<file path="src/rtl/rgmii_delay_pkg.sv">
// Shared register map, control/status bit positions and FSM encodings
// for the RGMII delay tuner.
package rgmii_delay_pkg;
   localparam int ADDR_W = 8;

   localparam logic [ADDR_W-1:0] REG_CTRL     = 8'h00;
   localparam logic [ADDR_W-1:0] REG_STATUS   = 8'h04;
   localparam logic [ADDR_W-1:0] REG_WINDOW   = 8'h08;
   localparam logic [ADDR_W-1:0] REG_TAP_BASE = 8'h10;

   localparam int CTRL_APPLY       = 0;
   localparam int CTRL_SWEEP_START = 1;
   localparam int CTRL_SWEEP_ABORT = 2;
   localparam int CTRL_IRQ_CLEAR   = 3;

   localparam int STATUS_BUSY    = 0;
   localparam int STATUS_DLY_RDY = 1;
   localparam int STATUS_DONE    = 2;
   localparam int STATUS_FAIL    = 3;

   typedef enum logic [2:0] {
      eIdle,
      eLoad,
      eSettle,
      eSample,
      eCenter
   } state_e;

   // What the FSM does once the pending load in eLoad completes.
   typedef enum logic [2:0] {
      eModeApply,
      eModeSweep,
      eModeCenter,
      eModeFail,
      eModeAbort
   } mode_e;
endpackage

</file>
<file path="src/rtl/rgmii_delay_regs.sv">
// MMIO decode and tap register file; the sweep FSM can overwrite all taps
// at once through tap_set, which takes priority over bus writes.
module rgmii_delay_regs
   import rgmii_delay_pkg::*;
#(
   parameter int data_width_p = 32,
   parameter int lanes_p      = 5,
   parameter int tap_width_p  = 5
)(
   input  logic                           clk,
   input  logic                           reset,
   input  logic [ADDR_W-1:0]              addr,
   input  logic                           write_en,
   input  logic                           read_en,
   input  logic [data_width_p/8-1:0]      write_mask,
   input  logic [data_width_p-1:0]        write_data,
   output logic [data_width_p-1:0]        read_data,
   input  logic                           busy,
   input  logic                           dly_rdy,
   input  logic                           sweep_done,
   input  logic                           sweep_fail,
   input  logic [tap_width_p-1:0]         first,
   input  logic [tap_width_p-1:0]         last,
   input  logic                           tap_set,
   input  logic [lanes_p*tap_width_p-1:0] tap_set_val,
   output logic [lanes_p*tap_width_p-1:0] tap,
   output logic                           apply,
   output logic                           sweep_start,
   output logic                           sweep_abort,
   output logic                           irq_clear
);
   logic [lanes_p-1:0][tap_width_p-1:0] taps;
   logic [ADDR_W-1:0]                   tap_off;
   int                                  tap_idx;
   logic                                tap_hit;
   logic                                tap_wr;
   logic                                ctrl_wr;
   logic [data_width_p-1:0]             bit_en;
   logic [tap_width_p-1:0]              wr_bits;
   logic [tap_width_p-1:0]              wr_en_bits;
   logic [tap_width_p-1:0]              rd_tap;
   logic [data_width_p-1:0]             rd_word;
   logic                                unused;

   assign tap_off = addr - REG_TAP_BASE;
   assign tap_idx = int'(tap_off[ADDR_W-1:2]);
   assign tap_hit = (addr >= REG_TAP_BASE) && (tap_off[1:0] == 2'b00) && (tap_idx < lanes_p);
   assign tap_wr  = write_en && tap_hit && !busy;

   assign ctrl_wr     = write_en && (addr == REG_CTRL) && write_mask[0];
   assign apply       = ctrl_wr && write_data[CTRL_APPLY];
   assign sweep_start = ctrl_wr && write_data[CTRL_SWEEP_START];
   assign sweep_abort = ctrl_wr && write_data[CTRL_SWEEP_ABORT];
   assign irq_clear   = ctrl_wr && write_data[CTRL_IRQ_CLEAR];

   // Expand byte enables to bit enables so partial-mask writes merge cleanly.
   always_comb begin
      bit_en = '0;
      for (int b = 0; b < data_width_p/8; b++)
         bit_en[b*8 +: 8] = {8{write_mask[b]}};
   end

   assign wr_en_bits = bit_en[tap_width_p-1:0];
   assign wr_bits    = write_data[tap_width_p-1:0];

   always_ff @(posedge clk) begin
      if (reset) begin
         taps <= '0;
      end else if (tap_set) begin
         taps <= tap_set_val;
      end else if (tap_wr) begin
         for (int i = 0; i < lanes_p; i++)
            if (tap_idx == i)
               taps[i] <= (taps[i] & ~wr_en_bits) | (wr_bits & wr_en_bits);
      end
   end

   assign tap = taps;

   always_comb begin
      rd_tap = '0;
      for (int i = 0; i < lanes_p; i++)
         if (tap_idx == i) rd_tap = taps[i];
   end

   always_comb begin
      rd_word = '0;
      case (addr)
         REG_STATUS: begin
            rd_word[STATUS_BUSY]    = busy;
            rd_word[STATUS_DLY_RDY] = dly_rdy;
            rd_word[STATUS_DONE]    = sweep_done;
            rd_word[STATUS_FAIL]    = sweep_fail;
         end
         REG_WINDOW: begin
            rd_word[7:0]  = 8'(first);
            rd_word[15:8] = 8'(last);
         end
         default: begin
            if (tap_hit) rd_word[tap_width_p-1:0] = rd_tap;
         end
      endcase
   end

   always_ff @(posedge clk) begin
      if (reset)        read_data <= '0;
      else if (read_en) read_data <= rd_word;
   end

   assign unused = &{1'b0, write_data[data_width_p-1:tap_width_p], bit_en[data_width_p-1:tap_width_p]};
endmodule

</file>
<file path="src/rtl/rgmii_delay_tuner.sv">
// RGMII input-delay tuner: applies software taps or sweeps all lanes together,
// finds the passing window from pattern_ok_i and centres the taps in it.
module rgmii_delay_tuner
   import rgmii_delay_pkg::*;
#(
   parameter int   data_width_p    = 32,
   parameter int   lanes_p         = 5,
   parameter int   tap_width_p     = 5,
   parameter int   settle_cycles_p = 16,
   localparam int  addr_width_lp   = 8
)(
   input  logic                           clk_i,
   input  logic                           reset_i,
   input  logic [addr_width_lp-1:0]       addr_i,
   input  logic                           write_en_i,
   input  logic                           read_en_i,
   input  logic [data_width_p/8-1:0]      write_mask_i,
   input  logic [data_width_p-1:0]        write_data_i,
   output logic [data_width_p-1:0]        read_data_o,
   input  logic                           dly_rdy_i,
   input  logic                           pattern_ok_i,
   output logic [lanes_p*tap_width_p-1:0] tap_o,
   output logic [lanes_p-1:0]             tap_load_o,
   output logic                           done_interrupt_o
);
   localparam int cnt_w_lp = $clog2(settle_cycles_p + 1);
   localparam logic [cnt_w_lp-1:0] settle_last_lp = cnt_w_lp'(settle_cycles_p - 1);

   state_e                         state;
   mode_e                          mode;
   logic [tap_width_p-1:0]         cur;
   logic [tap_width_p-1:0]         next_tap;
   logic [tap_width_p-1:0]         first;
   logic [tap_width_p-1:0]         last;
   logic [tap_width_p-1:0]         center;
   logic [tap_width_p:0]           sum;
   logic                           found;
   logic [cnt_w_lp-1:0]            settle_cnt;
   logic [lanes_p*tap_width_p-1:0] saved;
   logic                           sweep_done;
   logic                           sweep_fail;
   logic                           busy;
   logic                           sample_end;
   logic                           tap_set;
   logic [lanes_p*tap_width_p-1:0] tap_set_val;
   logic                           apply;
   logic                           sweep_start;
   logic                           sweep_abort;
   logic                           irq_clear;
   logic                           unused;

   rgmii_delay_regs #(
      .data_width_p (data_width_p),
      .lanes_p      (lanes_p),
      .tap_width_p  (tap_width_p)
   ) u_regs (
      .clk         (clk_i),
      .reset       (reset_i),
      .addr        (addr_i),
      .write_en    (write_en_i),
      .read_en     (read_en_i),
      .write_mask  (write_mask_i),
      .write_data  (write_data_i),
      .read_data   (read_data_o),
      .busy        (busy),
      .dly_rdy     (dly_rdy_i),
      .sweep_done  (sweep_done),
      .sweep_fail  (sweep_fail),
      .first       (first),
      .last        (last),
      .tap_set     (tap_set),
      .tap_set_val (tap_set_val),
      .tap         (tap_o),
      .apply       (apply),
      .sweep_start (sweep_start),
      .sweep_abort (sweep_abort),
      .irq_clear   (irq_clear)
   );

   assign busy             = (state != eIdle);
   assign done_interrupt_o = sweep_done;
   assign next_tap         = cur + 1'b1;
   assign sum              = {1'b0, first} + {1'b0, last};
   assign center           = sum[tap_width_p:1];
   // Window closes on the first fail after a pass, or when the tap range runs out.
   assign sample_end       = (found && !pattern_ok_i) || (cur == '1);

   // Tap overwrite requests; they land in the register file on the same edge
   // the FSM enters eLoad, so tap_o is settled before the load strobe.
   always_comb begin
      tap_set     = 1'b0;
      tap_set_val = saved;
      if (busy && sweep_abort) begin
         tap_set = 1'b1;
      end else begin
         case (state)
            eIdle: begin
               if (sweep_start) begin
                  tap_set     = 1'b1;
                  tap_set_val = '0;
               end
            end
            eSample: begin
               if (!sample_end) begin
                  tap_set     = 1'b1;
                  tap_set_val = {lanes_p{next_tap}};
               end
            end
            eCenter: begin
               tap_set = 1'b1;
               if (found) tap_set_val = {lanes_p{center}};
            end
            default: ;
         endcase
      end
   end

   always_ff @(posedge clk_i) begin
      if (reset_i) begin
         state      <= eIdle;
         mode       <= eModeApply;
         cur        <= '0;
         first      <= '0;
         last       <= '0;
         found      <= 1'b0;
         settle_cnt <= '0;
         saved      <= '0;
         sweep_done <= 1'b0;
         sweep_fail <= 1'b0;
         tap_load_o <= '0;
      end else begin
         tap_load_o <= '0;
         // Later assignments in this block override the clear, so a set wins.
         if (irq_clear) begin
            sweep_done <= 1'b0;
            sweep_fail <= 1'b0;
         end
         if (busy && sweep_abort) begin
            mode  <= eModeAbort;
            state <= eLoad;
         end else begin
            case (state)
               eIdle: begin
                  if (sweep_start) begin
                     saved <= tap_o;
                     cur   <= '0;
                     first <= '0;
                     last  <= '0;
                     found <= 1'b0;
                     mode  <= eModeSweep;
                     state <= eLoad;
                  end else if (apply) begin
                     saved <= tap_o;
                     mode  <= eModeApply;
                     state <= eLoad;
                  end
               end
               eLoad: begin
                  if (dly_rdy_i) begin
                     tap_load_o <= '1;
                     state      <= eIdle;
                     case (mode)
                        eModeSweep: begin
                           settle_cnt <= '0;
                           state      <= eSettle;
                        end
                        eModeCenter: sweep_done <= 1'b1;
                        eModeFail: begin
                           sweep_done <= 1'b1;
                           sweep_fail <= 1'b1;
                        end
                        default: ;
                     endcase
                  end
               end
               eSettle: begin
                  if (settle_cnt == settle_last_lp) state <= eSample;
                  else settle_cnt <= settle_cnt + 1'b1;
               end
               eSample: begin
                  if (pattern_ok_i) begin
                     if (!found) first <= cur;
                     last  <= cur;
                     found <= 1'b1;
                  end
                  if (sample_end) begin
                     state <= eCenter;
                  end else begin
                     cur   <= next_tap;
                     state <= eLoad;
                  end
               end
               eCenter: begin
                  mode  <= found ? eModeCenter : eModeFail;
                  state <= eLoad;
               end
               default: state <= eIdle;
            endcase
         end
      end
   end

   assign unused = &{1'b0, sum[0]};
endmodule

</file>
<file path="config.mk">
export PLATFORM = sky130hd
export DESIGN_NAME = rgmii_delay_tuner
export DESIGN_NICKNAME = d
export VERILOG_FILES = /design/src/rtl/rgmii_delay_pkg.sv /design/src/rtl/rgmii_delay_regs.sv /design/src/rtl/rgmii_delay_tuner.sv
export SDC_FILE = /design/constraint.sdc
export NUM_CORES = 1
export LEC_CHECK = 0
export CAP_MARGIN = 5
export CORE_MARGIN = 5
export CORE_UTILIZATION = 35
export DETAILED_ROUTE_END_ITERATION = 12
export PLACE_DENSITY = 0.68
export SLEW_MARGIN = 20
export SYNTH_ARGS = -nofsm -noshare
export SYNTH_HDL_FRONTEND = slang
export SYNTH_HIERARCHICAL = 1
export SYNTH_SLANG_ARGS = --single-unit
</file>
<file path="constraint.sdc">
create_clock -name clk_i -period 4.3 [get_ports clk_i]
set_input_delay 1.29 -clock clk_i [delete_from_list [all_inputs] [get_ports clk_i]]
set_output_delay 1.29 -clock clk_i [all_outputs]
set_load 0.005 [all_outputs]
</file>
==> impl_metrics.env <==
export IMPL_initial_antenna_violation_count=0
export IMPL_htree_num_levels=3
export IMPL_fill_cells=1515
export IMPL_slowest_delay_ps=480
export IMPL_cts_buffer_count=9
export IMPL_cts_post_setup_buffers_inserted=0
export IMPL_place_congestion=0.9014
export IMPL_start_util_pct=35.39
export IMPL_ioPinCount=113
export IMPL_final_setup_tns_ps=0
export IMPL_clock_sink_count=90
export IMPL_instances_no_fill=904
export IMPL_slew_viol_final=0
export IMPL_max_vdd_drop_v=0.0001888
export IMPL_drt_wl_total_um=15380
export IMPL_post_cts_resize_count=0
export IMPL_asyncSetResetFlopFracSynth_pct=0
export IMPL_dr_total_vias=5043
export IMPL_dp_final_hpwl_um=11300
export IMPL_post_synth_inst_count=651
export IMPL_post_synth_instance_area_mm2=0.005340
export IMPL_drt_initial_drc_count=523
export IMPL_die_h_um=133.5
export IMPL_timing_clock_skew_ps=7.467
export IMPL_critical_path_max_fanout=5
export IMPL_critical_path_slowest_cell="sky130_fd_sc_hd__or4_1"
export IMPL_global_routing_usage_summed_across_all_routing_layers_pct=17.07
export IMPL_route_detailed_vias_per_inst=5.579
export IMPL_final_setup_viol_count=0
export IMPL_area_growth_syn_to_layout_pct=21.25
export IMPL_critical_path_cell_chain="clkdlybuf4s50_1 -> inv_1 -> ha_1 -> and3_1 -> and4_1 -> and2_1 -> or3_1 -> or4_1 -> a21o_1 -> a22o_1 -> a22oi_1 -> o22ai_1"
export IMPL_flip_flop_cell_with_the_highest_count_after_synthesis="sky130_fd_sc_hd__dfxtp_1"
export IMPL_worst_setup_ep_type="flop"
export IMPL_worst_path_buf_inv=2
export IMPL_dieArea_mm2=0.01783
export IMPL_fin_crit_ps=3954
export IMPL_final_layout_size_suffix_gt1_share_pct=9.078
export IMPL_num_nets_final=774
export IMPL_start_kind="input pin"
export IMPL_worstPathArrival_ps=4200
export IMPL_p_leak_nw=2.401
export IMPL_rsz0062_at_grt="false"
export IMPL_synth_warning_count=6
export IMPL_mean_syn_cell_area_um2=8.203
export IMPL_num_antenna_cells=0
export IMPL_number_of_enable_flip_flop_cells_after_synthesis=0
export IMPL_postSynthRegisterBits=90
export IMPL_hold_fix_buffer_count_after_cts=0
export IMPL_area_used_by_multi_input_combinational_logic_mm2=0.003189
export IMPL_post_route_drc_count=0
export IMPL_cp_data_required_time_ps=4540
export IMPL_tightestPinTransition_ps=785.5
export IMPL_root_buffer="sky130_fd_sc_hd__clkbuf_16"
export IMPL_coreArea_mm2=0.01509
export IMPL_number_of_iterations_in_the_first_detailed_routing_pass=5
export IMPL_fmax_ghz=0.2529
export IMPL_grt_first_pass_wirelength_um=24430
export IMPL_synth_cell_type_count=68
export IMPL_sequential_to_total_area_share_from_yosys_stat_pct=33.74
export IMPL_count_of_final_hold_check_violations=0
export IMPL_register_area_mm2=0.001802
export IMPL_wl_per_cell_um=17.01
export IMPL_critical_path_top_delay_family="simple AND/OR/NAND/NOR gates"
export IMPL_max_slew_margin_rel_pct=47.15
export IMPL_timing_setup_critical_path_class="in -> reg"
export IMPL_post_route_util_pct=42.91
export IMPL_maxCapViolCount=0
export IMPL_via_count_of_the_first_global_routing_pass=4646
export IMPL_clk_transition_reported_paths_ps=70
export IMPL_power_per_cell_area_mw_per_mm2=284.5
export IMPL_global_route_congestion_overflow_total=0
export IMPL_final_cycle_utilization_of_the_critical_path_pct=91.94
export IMPL_bufs_on_longest_clock_path=2
export IMPL_antenna_violating_nets_post_route=0
export IMPL_dieWidth_um=133.5
export IMPL_outcome="completed"
export IMPL_clock_insertion_delay_at_the_later_pin_of_the_skew_report_ps=360
export IMPL_hp_class="reg -> reg"
export IMPL_total_power_mw=1.842
export IMPL_port_buffers=60
export IMPL_cts_tree="built"
export IMPL_place_inst=888
export IMPL_row_count=45
export IMPL_grt_max_degree=63
-- routing by layer --
layer	vias up	global-route usage, %	routed length [um]
met4	0	6.229	329
li1	2480	-	-
met2	152	25.73	6681
met1	2387	24.25	7494
met5	-	0	0
met3	24	3.210	873
-- power by group --
group | internal [mW] | switching, mW
logic | 0.0484 | 0.0686
registers | 0.835 | 0.00136
clock network | 0.533 | 0.356
-- worst register-to-register path, delay by kind of cell, from the launching register on --
family	cells	cell delay (ps)
DFF	1	780
AOI/OAI and AO/OA	1	60
and+or+nand+nor	4	1350
buffers and inverters	3	730
-- layout by cell type, fill, tap and decap left out, types with 14 or more instances in the layout --
cell type,count
sky130_fd_sc_hd__nand3_1,16
sky130_fd_sc_hd__o21ai_0,22
sky130_fd_sc_hd__dfxtp_1,90
sky130_fd_sc_hd__nor2_1,43
sky130_fd_sc_hd__and2_1,14
sky130_fd_sc_hd__a22oi_1,21
sky130_fd_sc_hd__a211oi_1,16
sky130_fd_sc_hd__inv_1,20
sky130_fd_sc_hd__buf_4,29
sky130_fd_sc_hd__nand2_1,73
sky130_fd_sc_hd__conb_1,22
sky130_fd_sc_hd__mux2i_1,16
sky130_fd_sc_hd__clkdlybuf4s50_1,59
sky130_fd_sc_hd__nand2b_1,16
sky130_fd_sc_hd__a21oi_1,59
-- metrics by stage --
stage,instance area [um2],hold slack [ps],worst slack (ps)
final,6475,457.4,346.5
after global routing,6475,479.4,176.6
after CTS,6475,457.1,370.9
after detailed placement,6138,446.1,9.587
after global placement,6138,441.7,-14.22
after floorplan,5419,432.9,513.6
-- kinds of logic after synthesis --
family | share of synthesized area, %
buf+inv | 8.013
other cells | 0.07022
flops | 33.74
simple gates | 24.25
compound gates | 26.24
fa+ha+maj | 3.186
mux | 3.842
xor+xnor | 0.6562
-- worst paths after layout --
kind                  start        end  slack, ps  depth (start not counted)
setup / recovery  addr_i[4]       flop        350                         12
hold / removal    saved[18]  saved[18]        460                          2
setup reg to reg   state[0]       flop       1270                          8
hold reg to reg   saved[18]  saved[18]        460                          2
-- area by class of cell --
class,instances,share of cell area [%]
clock buffers,10,3.691
well taps,188,3.633
clock inverters,6,1.507
inverters,21,1.217
flip-flops and latches,90,27.83
multi-input cells,499,49.26
repair buffers,90,12.87
-- synth_stat cells (10+ instances only) --
master | number | area [um2]
sky130_fd_sc_hd__ha_1 | 12 | 150.1
sky130_fd_sc_hd__a211oi_1 | 16 | 120.1
sky130_fd_sc_hd__inv_1 | 20 | 75.07
sky130_fd_sc_hd__a22oi_1 | 21 | 157.7
sky130_fd_sc_hd__dfxtp_1 | 90 | 1802
sky130_fd_sc_hd__nor3_1 | 10 | 50.05
sky130_fd_sc_hd__nand2b_1 | 16 | 100.1
sky130_fd_sc_hd__nand2_1 | 73 | 274.0
sky130_fd_sc_hd__and3_1 | 10 | 62.56
sky130_fd_sc_hd__mux2i_1 | 16 | 160.2
sky130_fd_sc_hd__clkbuf_1 | 25 | 93.84
sky130_fd_sc_hd__nor2_1 | 43 | 161.4
sky130_fd_sc_hd__nand3_1 | 16 | 80.08
sky130_fd_sc_hd__buf_4 | 28 | 210.2
sky130_fd_sc_hd__a21oi_1 | 59 | 295.3
sky130_fd_sc_hd__o22ai_1 | 10 | 62.56
sky130_fd_sc_hd__o21ai_0 | 22 | 110.1
sky130_fd_sc_hd__and2_1 | 14 | 87.58
Note: power is estimated with default switching activity, not from simulation.
